`src/rtl/lsu_byte_sequencer.sv`:
```
// Byte-serial load/store sequencer between the MEM stage and a byte-wide data memory.
// Optional LSU_SIGN_EXT_EN: sign-extend word loads (default build zero-extends them).
module lsu_byte_sequencer #(
    parameter int ADDR_W    = 64,
    parameter int DATA_W    = 64,
    parameter int MEM_BYTES = 64
) (
    input  logic              clk,
    input  logic              reset,
    input  logic              req_valid,
    output logic              req_ready,
    input  logic              req_write,
    input  logic [2:0]        req_funct3,
    input  logic [ADDR_W-1:0] req_addr,
    input  logic [DATA_W-1:0] req_wdata,
    output logic              rsp_valid,
    output logic [DATA_W-1:0] rsp_rdata,
    output logic              rsp_err,
    output logic              stall,
    output logic [ADDR_W-1:0] mem_addr,
    output logic [7:0]        mem_wdata,
    output logic              mem_we,
    output logic              mem_re,
    input  logic [7:0]        mem_rdata
);

    typedef enum logic [1:0] {
        IDLE = 2'd0,
        XFER = 2'd1,
        RESP = 2'd2
    } state_t;

    state_t            state;
    state_t            state_nxt;
    logic [2:0]        idx;
    logic              write_q;
    logic              dbl_q;
    logic              err_q;
    logic [ADDR_W-1:0] addr_q;
    logic [DATA_W-1:0] wdata_q;
    logic [DATA_W-1:0] rbuf_q;

    logic              accept;
    logic              funct_ok;
    logic              in_range;
    logic              req_legal;
    logic              last_byte;
    logic              xfer_go;
    logic [3:0]        req_bytes;
    logic [ADDR_W:0]   end_addr;

    function automatic logic [DATA_W-1:0] format_load(input logic [DATA_W-1:0] raw,
                                                      input logic dbl);
        if (dbl) begin
            return raw;
        end
`ifdef LSU_SIGN_EXT_EN
        return {{(DATA_W-32){raw[31]}}, raw[31:0]};
`else
        return {{(DATA_W-32){1'b0}}, raw[31:0]};
`endif
    endfunction

    assign accept    = req_valid && (state == IDLE);
    assign funct_ok  = (req_funct3 == 3'b010) || (req_funct3 == 3'b011);
    assign req_bytes = (req_funct3 == 3'b011) ? 4'd8 : 4'd4;
    // One extra bit so a base near the top of the address space cannot wrap past the limit.
    assign end_addr  = {1'b0, req_addr} + {{(ADDR_W-3){1'b0}}, req_bytes};
    assign in_range  = end_addr <= (ADDR_W+1)'(MEM_BYTES);
    assign req_legal = funct_ok && in_range;
    assign last_byte = idx == (dbl_q ? 3'd7 : 3'd3);

    always_comb begin
        state_nxt = state;
        case (state)
            IDLE:    if (accept) state_nxt = req_legal ? XFER : RESP;
            XFER:    if (last_byte) state_nxt = RESP;
            RESP:    state_nxt = IDLE;
            default: state_nxt = IDLE;
        endcase
    end

    always_ff @(posedge clk) begin
        if (reset) begin
            state <= IDLE;
            idx   <= '0;
        end else begin
            state <= state_nxt;
            if (accept) begin
                idx <= '0;
            end else if (state == XFER) begin
                idx <= idx + 3'd1;
            end
        end
    end

    // Request fields are captured once at accept; the read buffer fills one byte per XFER cycle.
    always_ff @(posedge clk) begin
        if (accept) begin
            write_q <= req_write;
            dbl_q   <= (req_funct3 == 3'b011);
            err_q   <= !req_legal;
            addr_q  <= req_addr;
            wdata_q <= req_wdata;
            rbuf_q  <= '0;
        end else if ((state == XFER) && !write_q) begin
            rbuf_q[{idx, 3'b000} +: 8] <= mem_rdata;
        end
    end

    // Strobes drop as soon as reset is seen so an aborted store writes nothing further.
    assign xfer_go   = (state == XFER) && !reset;
    assign req_ready = (state == IDLE);
    assign stall     = ((state == IDLE) && req_valid) || (state == XFER);
    assign rsp_valid = (state == RESP);
    assign rsp_err   = (state == RESP) && err_q;
    assign rsp_rdata = ((state == RESP) && !err_q && !write_q) ? format_load(rbuf_q, dbl_q) : '0;
    assign mem_we    = xfer_go && write_q;
    assign mem_re    = xfer_go && !write_q;
    assign mem_addr  = (state == XFER) ? (addr_q + ADDR_W'(idx)) : '0;
    assign mem_wdata = ((state == XFER) && write_q) ? wdata_q[{idx, 3'b000} +: 8] : 8'd0;

endmodule
```
`config.mk`:
```
export PLATFORM = sky130hd
export DESIGN_NAME = lsu_byte_sequencer
export DESIGN_NICKNAME = d
export VERILOG_FILES = /design/src/rtl/lsu_byte_sequencer.sv
export SDC_FILE = /design/constraint.sdc
export NUM_CORES = 1
export LEC_CHECK = 0
export BUFFER_PORTS_ARGS = -buffer_cell sky130_fd_sc_hd__buf_2
export CORE_ASPECT_RATIO = 0.7
export CORE_UTILIZATION = 30
export CTS_BUF_LIST = sky130_fd_sc_hd__clkbuf_8
export CTS_CLUSTER_DIAMETER = 60
export DETAILED_ROUTE_END_ITERATION = 6
export GPL_TIMING_DRIVEN = 0
export SYNTH_ARGS = -nofsm -noshare
export SYNTH_HDL_FRONTEND = slang
export SYNTH_SLANG_ARGS = --single-unit
```
`constraint.sdc`:
```
create_clock -name clk -period 5.24 [get_ports clk]
set_clock_uncertainty 0.05 [all_clocks]
set_input_delay 0.786 -clock clk [delete_from_list [all_inputs] [get_ports clk]]
set_output_delay 0.786 -clock clk [all_outputs]
set_load 0.05 [all_outputs]
```
After elaboration in Yosys (flattened, before gate mapping)
Index checks and enable logic that the tools add are counted.

Register bits after elaboration: 200. Input port bits: 143. Output and inout bits: 142. Logic and storage cells: 55.

$add $sub $neg: 4. Magnitude comparators: 1. Equality and inequality tests: 7. Shifts and indexed selects: 3. Muxes and demuxes: 13. Reduce and logical (&&, ||, !) cells: 19.

Operators by type and width (number): $mux W64 (4); $add A64 B4 Y65 (1); $le A65 B7 Y1 const B (1); $add A64 B3 Y64 (1); $bwmux W64 (1); $shift A8 B8 Y64 const A (1); $shiftx A64 B7 Y8 (1); $shiftx A8 B8 Y64 (1); $logic_and A1 B1 Y1 (10); $mux W8 (1); $neg A6 Y8 (1); $eq A3 B2 Y1 const B (2); $mux W2 (3); $logic_not A1 Y1 (4); $mux W4 (1); $pmux W2 S2 (1); $add A3 B1 Y3 const B (1); $eq A3 B3 Y1 (1); $mux W3 (1); $eq A2 B1 Y1 const B (1); $eq A2 B2 Y1 const B (1); $logic_not A2 Y1 (1); $logic_or A1 B1 Y1 (2); $ne A2 B1 Y1 const B (1); 4 further kinds (4).

Logic depth before layout (Yosys ltp)
Depth after elaboration: 8. Depth in mapped cells: 13.

Least setup slack after synthesis
No wires, ideal clock.

Kind: flip-flop to flip-flop. From: register state[1]. To: register addr_q[0], enable pin. Arrival time: 5136 ps. Setup slack: -493 ps. Cell stages (with the launch flop): 5. Buffers on the path: 2. Clock period less this slack: 5733 ps. Path through: dfxtp_1 > nor2_1 > and2_1 > clkbuf_8 > clkbuf_1.

Longest elaborated chain between the ends: 2.

RTL lines: from (decl) (line 33) `state_t state;`; from (signal assigned) (line 88) `state <= state_nxt;`; $logic_not A2 Y1; named net req_ready (line 11) `output logic req_ready,`; $logic_and A1 B1 Y1 (line 64) `assign accept = req_valid && (state == IDLE);`; named net accept (line 43) `logic accept;`; to (signal assigned) (line 103) `addr_q <= req_addr;`; to (decl) (line 39) `logic [ADDR_W-1:0] addr_q;`.

The timed path passes the listed nets, and every way through them passes these cells. A chain may end at the register's enable or synchronous reset.

Worst setup path after layout
From: register idx[0]. To: output mem_addr[60].

Longest elaborated chain between the ends: 2.

RTL lines: from (decl) (line 35) `logic [2:0] idx;`; from (signal assigned) (line 92) `idx <= idx + 3'd1;`; $add A64 B3 Y64 (line 120) `assign mem_addr = (state == XFER) ? (addr_q + ADDR_W'(idx)) : '0;`; $mux W64 (line 120); to (decl) (line 20) `output logic [ADDR_W-1:0] mem_addr,`.

No other way between the ends.

==> impl_metrics.ini <==
[clocking]
cts.sinks = 200
cts_root_buf = clkbuf_8
clockBufferDepth = 2
cts_hold_buf = 0
cts.htree.levels = 4
clkTransAtPathRegs_ns = 0.13
cts_buffers = 17
tritoncts = yes
clk_latency_ns = 0.49
ctsResizeCount = 0
post_cts_buffers = 0

[flow_run]
cap_violations = 0

[synthesis]
synth_area_per_cell_sq_um = 9.77
synth_top_area_share_pct = 35.3
synthDistinctLibCells = 69
netlist_instances = 1141
yosys.area.top_type = edfxtp_1
synth.area.top_cells = edfxtp_1 35%, dfxtp_1 12%, nor2_1 5.5%, mux2i_1 4.6%, and3_1 3.4%
synth_edf_count = 131
ys_seq_elements = 200
synth_area_sq_mm = 0.0112
synthTopCellsByCount = 163 x nor2_1, 131 x edfxtp_1, 87 x nand2_1
ys_warn_count = 0
synth_flop_cell = edfxtp_1
synth.most_common_cell = nor2_1
syn_nets = 1294
synth_seq_area_share_pct = 47.7
synth-async-reset-ratio_pct = 0

[worst_setup_path]
max_stage_delay_ns = 0.81
reg2regPathDepth = 10
end_kind = output port
r2r_slack_ns = 1.09
critPathMaxFanout = 8
startpoint_type = flip-flop
worstPathArrival_ns = 4.09
rr_endpoint = rbuf_q[43]
cp.required_ns = 4.40
slowest_stage = nor4_2
critical_path.cell_chain = ha_1 > fa_1 > a21o_1 > nand3_1 > nor4_2 > nand4_1 > or2_2 > or3_1 > a21oi_1 > buf_2
worst-setup-path-type = flip-flop to output port
r2r_start = idx[1]

[detailed_routing]
drt_pass1_iterations = 5
wl_per_cell_microns = 19.5
num_vias = 10100
totalWireLength_microns = 37800
drt_iter0_drc = 707
viasPerCell = 5.23
drc = 0
postRouteAntennaNets = 0

[placement]
io_buffers = 283
dp_slack_ns = 0.0282
dp.cells = 1905
gp_congestion = 0.946
place_hpwl_microns = 29800
dpl-instance-area_sq_mm = 0.0132

[grt]
grt_pass1_vias = 9682
antenna_found_initial = 2
grt_max_degree = 92
grt_usage_pct = 19.8
global_route.overflow_total = 0
grt_pass1_wl_microns = 56800

[layout]
layout.cells.non_filler = 1938
fillers = 3752
postLayoutCellArea_sq_mm = 0.0136
area_growth_pct = 22.1
drive_gt1_share_pct = 24.8
fin_nets = 1597
utilization_pct = 37.5

[floorplanning]
core_area_sq_mm = 0.0363
die_width_microns = 232
design.die.area_sq_mm = 0.0380
io_pins = 285
rows = 58
initial_core_util_pct = 30.7
die_height_microns = 163

[worst_hold_path]
hold_class = input port to flip-flop
min_from = req_wdata[59]
min_path_cells = 1
hold_path_end = wdata_q[59]

[sta]
fin_ws_ns = 0.315
whs_ns = 0.382
slew_viol_final = 0
finalSetupViolCount = 0
rsz0062_at_grt = false
min_period_over_period_pct = 94.0
slew_headroom_pct = 31.3
max_freq_mhz = 203
fin_crit_ns = 4.93
setup_tns_ns = 0
tightestPinTransition_ns = 1.02
finalHoldViolCount = 0

[power]
ir_drop_mv = 0.135
power.total_mw = 3.10
p_leak_nw = 5.56
power.density_mw_per_mm2 = 228

[run_status]
outcome = finished, final reports clean
## cells by family (layout without fill, tap and decap cells)
logic type	after synthesis	count (layout)	share of synthesized area, %
AO/OA/AOI/OAI	126	126	7.05
XOR/XNOR	64	64	5.03
adder cells (fa/ha/maj)	10	10	1.26
buffers and inverters	63	379	2.42
flip-flops	200	200	47.7
multiplexers	68	68	7.91
other	0	1	0
AND/OR/NAND/NOR	610	610	28.7
## worst max-delay path: cells and delay by family, from the launching register on
kind | cells | cell delay, ns
adder cells (fa/ha/maj) | 2 | 0.45
flip-flops | 1 | 0.47
AND/OR/NAND/NOR | 5 | 2.06
buffers and inverters | 1 | 0.29
AO/OA/AOI/OAI | 2 | 0.32
## worst max path at each step
stage                        from           end  slack, ns  cells after the start
finish                     idx[0]  mem_addr[60]       0.31                     10
global route               idx[0]  mem_addr[60]       0.04                     10
CTS                        idx[0]  mem_addr[60]       0.25                     10
detailed placement  req_funct3[2]      state[0]       0.03                     13
global placement    req_funct3[2]      state[0]       0.09                     13
floorplan               addr_q[8]  mem_addr[63]       1.18                      8
## report_power, final
part           switching [mW]  total [mW]  internal, mW  leakage, nW
sequential             0.0344        1.79          1.75         1.82
combinational           0.192       0.297         0.105         3.54
clock                   0.624        1.02         0.398        0.203
## registers in the layout (all words and copies together), names as in the netlist
| register | count |
|---|---|
| addr_q | 64 |
| rbuf_q | 64 |
| wdata_q | 64 |
| idx | 3 |
| state | 2 |
| dbl_q | 1 |
| err_q | 1 |
| write_q | 1 |
## layout by cell type, fill, tap and decap left out, types with 4 or more instances in the layout
master,n
mux2i_1,51
or4_1,6
nand3_1,67
xnor2_1,27
xor2_1,37
clkbuf_8,19
o21ai_0,22
dfxtp_1,69
edfxtp_1,131
or2_2,6
nor2_1,163
o31ai_1,6
inv_1,20
nor4_2,5
a211oi_1,5
a21o_1,4
and3_1,61
ha_1,8
and2_1,55
nand2b_1,10
nand4_1,43
inv_8,4
or3_1,20
a311oi_1,5
mux4_2,16
clkbuf_1,35
and4_1,11
buf_2,285
nor3_1,35
a21oi_1,59
nand2_1,87
nor4_1,19
## cell type report
cell class                 instances  area, sq um  share of cell area (%)
antenna                            1         2.50                  0.0184
clock inverter                    15          165                    1.21
clock buffer                      17          234                    1.72
timing repair buffer             284         1440                    10.6
multi-input combinational        878         5570                    40.9
tap                              480          601                    4.41
inverter                          19         71.3                   0.524
sequential                       200         5320                    39.0
buffer                            44          209                    1.54
## routing by layer
metal	track usage, %	up-vias	share of wire, %
met5	0	-	0.034
met4	4.67	2	1.3
met3	4.00	28	6.4
met2	31.1	393	45
met1	27.9	4887	47
li1	-	4817	-
Power figures use the tool's default switching activity.
